**src/rtl/id_ex_stage.sv**
```systemverilog
// ID/EX pipeline register: operand forwarding from EX and MEM, load-use bubble
// insertion, EX back-pressure, branch flush and a saturating stall counter.
module id_ex_stage #(
  parameter int DATA_W = 16,
  parameter int ADDR_W = 3,
  parameter int OP_W   = 5
) (
  input  logic              clk,
  input  logic              rst,
  input  logic              id_valid,
  input  logic [OP_W-1:0]   id_op,
  input  logic              id_rs1_en,
  input  logic              id_rs2_en,
  input  logic [ADDR_W-1:0] id_rs1,
  input  logic [ADDR_W-1:0] id_rs2,
  input  logic [DATA_W-1:0] rf_value1,
  input  logic [DATA_W-1:0] rf_value2,
  input  logic [DATA_W-1:0] id_imm,
  input  logic              id_use_imm,
  input  logic              id_wb_en,
  input  logic [ADDR_W-1:0] id_wb_addr,
  input  logic              id_mem_read,
  input  logic [DATA_W-1:0] ex_result,
  input  logic              mem_fwd_en,
  input  logic [ADDR_W-1:0] mem_fwd_addr,
  input  logic [DATA_W-1:0] mem_fwd_value,
  input  logic              ex_ready,
  input  logic              flush,
  output logic              stall_id,
  output logic              ex_valid,
  output logic [OP_W-1:0]   ex_op,
  output logic [DATA_W-1:0] ex_a,
  output logic [DATA_W-1:0] ex_b,
  output logic [DATA_W-1:0] ex_imm,
  output logic              ex_wb_en,
  output logic [ADDR_W-1:0] ex_wb_addr,
  output logic              ex_mem_read,
  output logic [15:0]       stall_count
);

  logic              ex_fwd_ok;
  logic              ex_hit1, ex_hit2, mem_hit1, mem_hit2;
  logic              luh;
  logic [DATA_W-1:0] opnd_a, opnd_b;

  // A load in EX has no result yet, so only ALU writes forward from EX.
  assign ex_fwd_ok = ex_valid & ex_wb_en & ~ex_mem_read;
  assign ex_hit1   = ex_fwd_ok & (ex_wb_addr == id_rs1);
  assign ex_hit2   = ex_fwd_ok & (ex_wb_addr == id_rs2);
  assign mem_hit1  = mem_fwd_en & (mem_fwd_addr == id_rs1);
  assign mem_hit2  = mem_fwd_en & (mem_fwd_addr == id_rs2);

  // NOTE: every always_comb output gets a default first so no path can infer a latch.
  always_comb begin
    opnd_a = rf_value1;
    if (id_rs1_en) begin
      if (id_rs1 == '0)   opnd_a = '0;
      else if (ex_hit1)   opnd_a = ex_result;
      else if (mem_hit1)  opnd_a = mem_fwd_value;
    end
  end

  always_comb begin
    opnd_b = rf_value2;
    if (id_use_imm) begin
      opnd_b = id_imm;
    end else if (id_rs2_en) begin
      if (id_rs2 == '0)   opnd_b = '0;
      else if (ex_hit2)   opnd_b = ex_result;
      else if (mem_hit2)  opnd_b = mem_fwd_value;
    end
  end

  assign luh = id_valid & ex_valid & ex_mem_read & ex_wb_en & (ex_wb_addr != '0) &
               ((id_rs1_en & (ex_wb_addr == id_rs1)) |
                (id_rs2_en & ~id_use_imm & (ex_wb_addr == id_rs2)));

  assign stall_id = ~flush & id_valid & (luh | ~ex_ready);

  // NOTE: state registers use non-blocking assignments so every flop samples pre-edge values.
  always_ff @(posedge clk) begin
    if (rst || flush) begin
      ex_valid    <= 1'b0;
      ex_op       <= '0;
      ex_a        <= '0;
      ex_b        <= '0;
      ex_imm      <= '0;
      ex_wb_en    <= 1'b0;
      ex_wb_addr  <= '0;
      ex_mem_read <= 1'b0;
    end else if (!ex_ready) begin
      // EX is busy: the held instruction stays put.
    end else if (luh) begin
      ex_valid    <= 1'b0;
      ex_wb_en    <= 1'b0;
      ex_mem_read <= 1'b0;
    end else begin
      ex_valid    <= id_valid;
      ex_op       <= id_op;
      ex_a        <= opnd_a;
      ex_b        <= opnd_b;
      ex_imm      <= id_imm;
      ex_wb_en    <= id_valid & id_wb_en;
      ex_wb_addr  <= id_wb_addr;
      ex_mem_read <= id_mem_read;
    end
  end

  always_ff @(posedge clk) begin
    if (rst)                                  stall_count <= '0;
    else if (stall_id && stall_count != 16'hFFFF) stall_count <= stall_count + 16'd1;
  end

endmodule

```
**config.mk**
```make
export PLATFORM = sky130hd
export DESIGN_NAME = id_ex_stage
export DESIGN_NICKNAME = d
export VERILOG_FILES = /design/src/rtl/id_ex_stage.sv
export SDC_FILE = /design/constraint.sdc
export NUM_CORES = 1
export LEC_CHECK = 0
export CAP_MARGIN = 40
export CORE_MARGIN = 5
export CORE_UTILIZATION = 23
export DETAILED_ROUTE_END_ITERATION = 16
export GPL_ROUTABILITY_DRIVEN = 0
export SYNTH_ARGS = -nofsm -noshare
export SYNTH_HDL_FRONTEND = slang
export SYNTH_SLANG_ARGS = --single-unit
```
**constraint.sdc**
```tcl
create_clock -name clk -period 2.5 [get_ports clk]
set_input_delay 0.5 -clock clk [delete_from_list [all_inputs] [get_ports clk]]
set_output_delay 0.5 -clock clk [all_outputs]
set_load 0.005 [all_outputs]
```
==> After elaboration in Yosys (flattened, before gate mapping) <==
Cells that the tools add are included.
{ "totals": {"register_bits": 75, "output_inout_bits": 76, "elab_cells": 57} }
{ "classes": {"addsub": 1, "eq_ne": 5, "n_mux": 12, "bitwise_logic": 24, "reduce_logical": 6} }
{ "ops": {"columns": ["operator", "n"], "rows": [
  ["16-bit 2-to-1 mux", 9],
  ["1-bit AND", 17],
  ["16-bit by 1-bit adder with 16-bit output, second input constant", 1],
  ["16-bit inequality test, second input constant", 1],
  ["3-bit equality test", 4],
  ["3-bit logical NOT", 2],
  ["1-bit NOT", 5],
  ["1-bit 2-to-1 mux", 3],
  ["3-bit nonzero test", 1],
  ["1-bit OR", 2],
  ["2-bit AND reduction", 1],
  ["1-bit logical AND", 1],
  ["1-bit logical OR", 1]
]} }

==> Depth between registers and ports, before layout <==
{ "logic_depth": {"ltp_word": 8, "depth_mapped": 8} }

==> Worst setup path after synthesis <==
No wires, ideal clock.
{ "synth_path": {"kind": "input -> output", "from": "input port id_rs1[2]", "to": "output port stall_id", "arrival_time_ns": 1.806, "setup_slack_ns": 0.194, "path_stages": 7, "n_path_buf": 2, "path_cell_list": "xnor2_1 nand4_1 a211o_1 and2_1 buf_2 clkbuf_1 nor2_1"} }
{ "synth_via": {"elab_chain_cells": 6} }
{ "synth_rtl": {"columns": ["item", "line_no", "text"], "rows": [
  ["start, declared", "14", "input logic [ADDR_W-1:0] id_rs1,"],
  ["3-bit equality test", "75", "((id_rs1_en & (ex_wb_addr == id_rs1)) |"],
  ["1-bit AND", "75", null],
  ["1-bit OR", "75", null],
  ["1-bit AND", "74", "assign luh = id_valid & ex_valid & ex_mem_read & ex_wb_en & (ex_wb_addr != '0) &"],
  ["1-bit OR", "78", "assign stall_id = ~flush & id_valid & (luh | ~ex_ready);"],
  ["1-bit AND", "78", null],
  ["end, declared", "29", "output logic stall_id,"]
]} }
No other way between the ends.

==> Final worst setup path <==
{ "layout_path": {"from": "input port id_rs2_en", "to": "output port stall_id"} }
{ "layout_via": {"elab_chain_cells": 6} }
{ "layout_rtl": {"columns": ["item", "line_no", "text"], "rows": [
  ["start, declared", "13", "input logic id_rs2_en,"],
  ["1-bit AND (2 in series)", "76", "(id_rs2_en & ~id_use_imm & (ex_wb_addr == id_rs2)));"],
  ["1-bit OR", "75", null],
  ["1-bit AND", "74", null],
  ["1-bit OR", "78", null],
  ["1-bit AND", "78", null]
]} }
No other way between the ends.

==> out/metrics.yaml <==
final_layout:
  area_growth_pct: 68.1
  multiInputGateArea_sq_um: 2370
  most-common-layout-cells: "175 x clkdlybuf4s50_1, 101 x a21oi_1, 75 x dfxtp_1"
  fin_nets: 825
  nFillCells: 1767
  drive_gt1_share_pct: 10.4
  seq_area_sq_um: 1500
  layout_commonest_cell: "clkdlybuf4s50_1"
clock_tree:
  cts.path.max_buffers: 2
  cts_tree: "done"
  clk_pin_slew_worst_paths_ps: 60
  clock_latency_ps: 340
  root_buffer: "clkbuf_16"
  htree_levels: 3
  cts_buffers: 9
  clock-sinks: 75
critical_path:
  crit_cells: 7
  endpoint: "stall_id"
  critPathMaxFanout: 2
  required_ps: 2000
  r2r_cells: 12
  cp_slowest_cell: "clkdlybuf4s50_1"
  rr_endpoint: "ex_b[14]$_SDFFE_PP0P_"
  r2r_start: "ex_wb_addr[1]$_SDFFE_PP0P_"
  slowest_delay_ps: 480
  crit_chain: "clkdlybuf4s50_1 -> nor2b_1 -> nand4_1 -> a211o_1 -> and2_2 -> nor2_1 -> buf_2"
  worst_setup_path_start_kind: "input pin"
  cp-startpoint: "id_rs2_en"
  reg2reg_slack_ps: 180
  worstSetupEndpointType: "output pin"
  arrival_ps: 1910
  path_delay_family: "buffers and inverters"
  critPathBufInv: 2
  critPathKind: "input pin to output pin"
synthesis:
  synth_area_sq_um: 4010
  synth_top_cell_area_share_pct: 37.4
  syn_nets: 621
  synth_flop_cell: "dfxtp_1"
  ys_seq_area_share_pct: 37.4
  syn_avg_cell_area_sq_um: 7.83
  synth_area_leaders: "dfxtp_1 37%, a21oi_1 13%, mux2i_1 8.2%"
  synth_top_cell_by_area: "dfxtp_1"
  ys_types: 34
  ys_ff_latch: 75
  netlist_instances: 512
  synth_warnings: 0
  synth-edff-count: 0
  async_flop_share_pct: 0
floorplan:
  rows: 48
  core_sq_um: 17200
  die_h_um: 142
  dieArea_sq_um: 20200
  dieWidth_um: 142
  io_pins: 184
  start_util_pct: 23.4
timing:
  fin_crit_ps: 2410
  setup_violations: 0
  tightest_slew_ps: 784
  min_period_over_period_pct: 96.4
  slew-limit-headroom_pct: 47.7
  timing.fmax_ghz: 0.415
  worst_slack_ps: 90.2
  drv_slew: 0
  finalClockSkew_ps: 10.5
  hold_viol_final: 0
flow_run:
  maxCapViolCount: 0
global_route:
  grt_pass1_vias: 4413
  grt_pass1_wl_um: 24700
  grt_overflow_total: 0
  antenna_found_initial: 3
  grt_usage_pct: 15.7
  grt_max_degree: 57
pwr:
  powerDensity_nw_per_um2: 489
  leakage_nw: 2.59
  p_total_w: 0.00330
  vdd_drop_max_mv: 0.283
placement:
  hpwl_um: 12400
  io_buffers: 183
  pre_cts_ws_ps: -424
drt:
  vias_per_cell: 4.76
  dr.first_iter.drc_count: 210
  wl_per_cell_um: 17.4
  vias: 4517
  ant_nets: 0
  dr.pass1.iters: 4
  post-route-drc-count: 0
  finalWirelength_um: 16500
worst_hold_path:
  hold_path_class: "register to register"
status:
  status: "finished, final reports clean"
-- per-stage QoR --
stage          hold slack, ps  util, %  cells  TNS (ps)  area, sq um
2_1_floorplan             453        -    512         0         4010
5_1_grt                   479     39.3    948     -13.7         6740
3_3_place_gp              440     37.0    922     -3630         6350
4_1_cts                   456     39.1    944         0         6710
6_report                  452     39.3    948         0         6740
3_5_place_dp              448     37.0    922     -4140         6350
-- worst min-delay path by stage --
| stage | endpoint | cells past startpoint | slack (ps) | from |
|---|---|---|---|---|
| floorplan | ex_imm[0]$_SDFFE_PP0P_ | 2 | 450 | ex_imm[0]$_SDFFE_PP0P_ |
| global placement | ex_imm[0]$_SDFFE_PP0P_ | 2 | 440 | ex_imm[0]$_SDFFE_PP0P_ |
| detailed placement | ex_imm[8]$_SDFFE_PP0P_ | 2 | 450 | ex_imm[8]$_SDFFE_PP0P_ |
| CTS | ex_op[1]$_SDFFE_PP0P_ | 2 | 460 | ex_op[1]$_SDFFE_PP0P_ |
| global route | ex_imm[8]$_SDFFE_PP0P_ | 2 | 480 | ex_imm[8]$_SDFFE_PP0P_ |
| finish | ex_op[1]$_SDFFE_PP0P_ | 2 | 450 | ex_op[1]$_SDFFE_PP0P_ |
-- layer usage --
metal  track usage, %  share of wire (%)  vias up
met1             20.8                 46     2082
met2             24.4                 46      115
met5                0               0.12        -
met4             5.76                2.5        2
li1                 -                  -     2294
met3             4.40                5.7       24
-- cells by family after synthesis --
family | count (synthesis) | share of synthesized area [%]
compound gates | 182 | 26.3
simple gates | 161 | 19.5
flops | 75 | 37.4
buf+inv | 42 | 4.24
mux | 35 | 8.80
xor+xnor | 16 | 3.49
fa+ha+maj | 1 | 0.312
-- cells in the mapped netlist (7+ instances only) --
master    instances
o31ai_1           8
mux2i_1          33
a211oi_1         19
o21ai_0          34
nor2_1           29
o41ai_1          16
a21oi_1         101
xnor2_1          16
clkbuf_1         27
nand2_1          55
or4_1             7
nand4_1           8
nand3_1          25
buf_2             7
nor2b_1          19
dfxtp_1          75
-- what timing repair did --
item,4_1_cts,5_1_grt
pin swaps,8,3
hold buffers,0,0
endpoints found under the setup margin,1,7
resized for setup,11,3
gates cloned,0,0
buffers inserted,6,2
endpoints found under the hold margin,0,0
-- sequential cells by signal, summed over array words and instances, names as in the netlist --
register / flops
ex_a: 16
ex_b: 16
ex_op: 5
ex_mem_read: 1
stall_count: 16
ex_imm: 16
ex_valid: 1
ex_wb_en: 1
ex_wb_addr: 3
-- power by group --
group	leakage [nW]	total (W)	internal [W]	switching, W
clock	0.153	0.00142	0.000877	0.000542
combinational	1.83	0.000623	0.000355	0.000268
sequential	0.610	0.00125	0.00123	0.0000215
-- worst min-delay path: cells and delay by family, from the launching register on --
family	cells	cell delay, ps
AOI/OAI and AO/OA	1	50
DFF	1	300
and+or+nand+nor	1	50
-- final cells by class --
type / count / share of cell area [%]
clock buffers: 10 / 3.40
multi-input cells: 395 / 35.1
clock inverters: 6 / 1.34
diodes: 2 / 0.0742
flip-flops and latches: 75 / 22.3
well taps: 225 / 4.18
repair buffers: 230 / 33.4
inverters: 5 / 0.278
No activity file was read; power rests on OpenSTA's default activity.
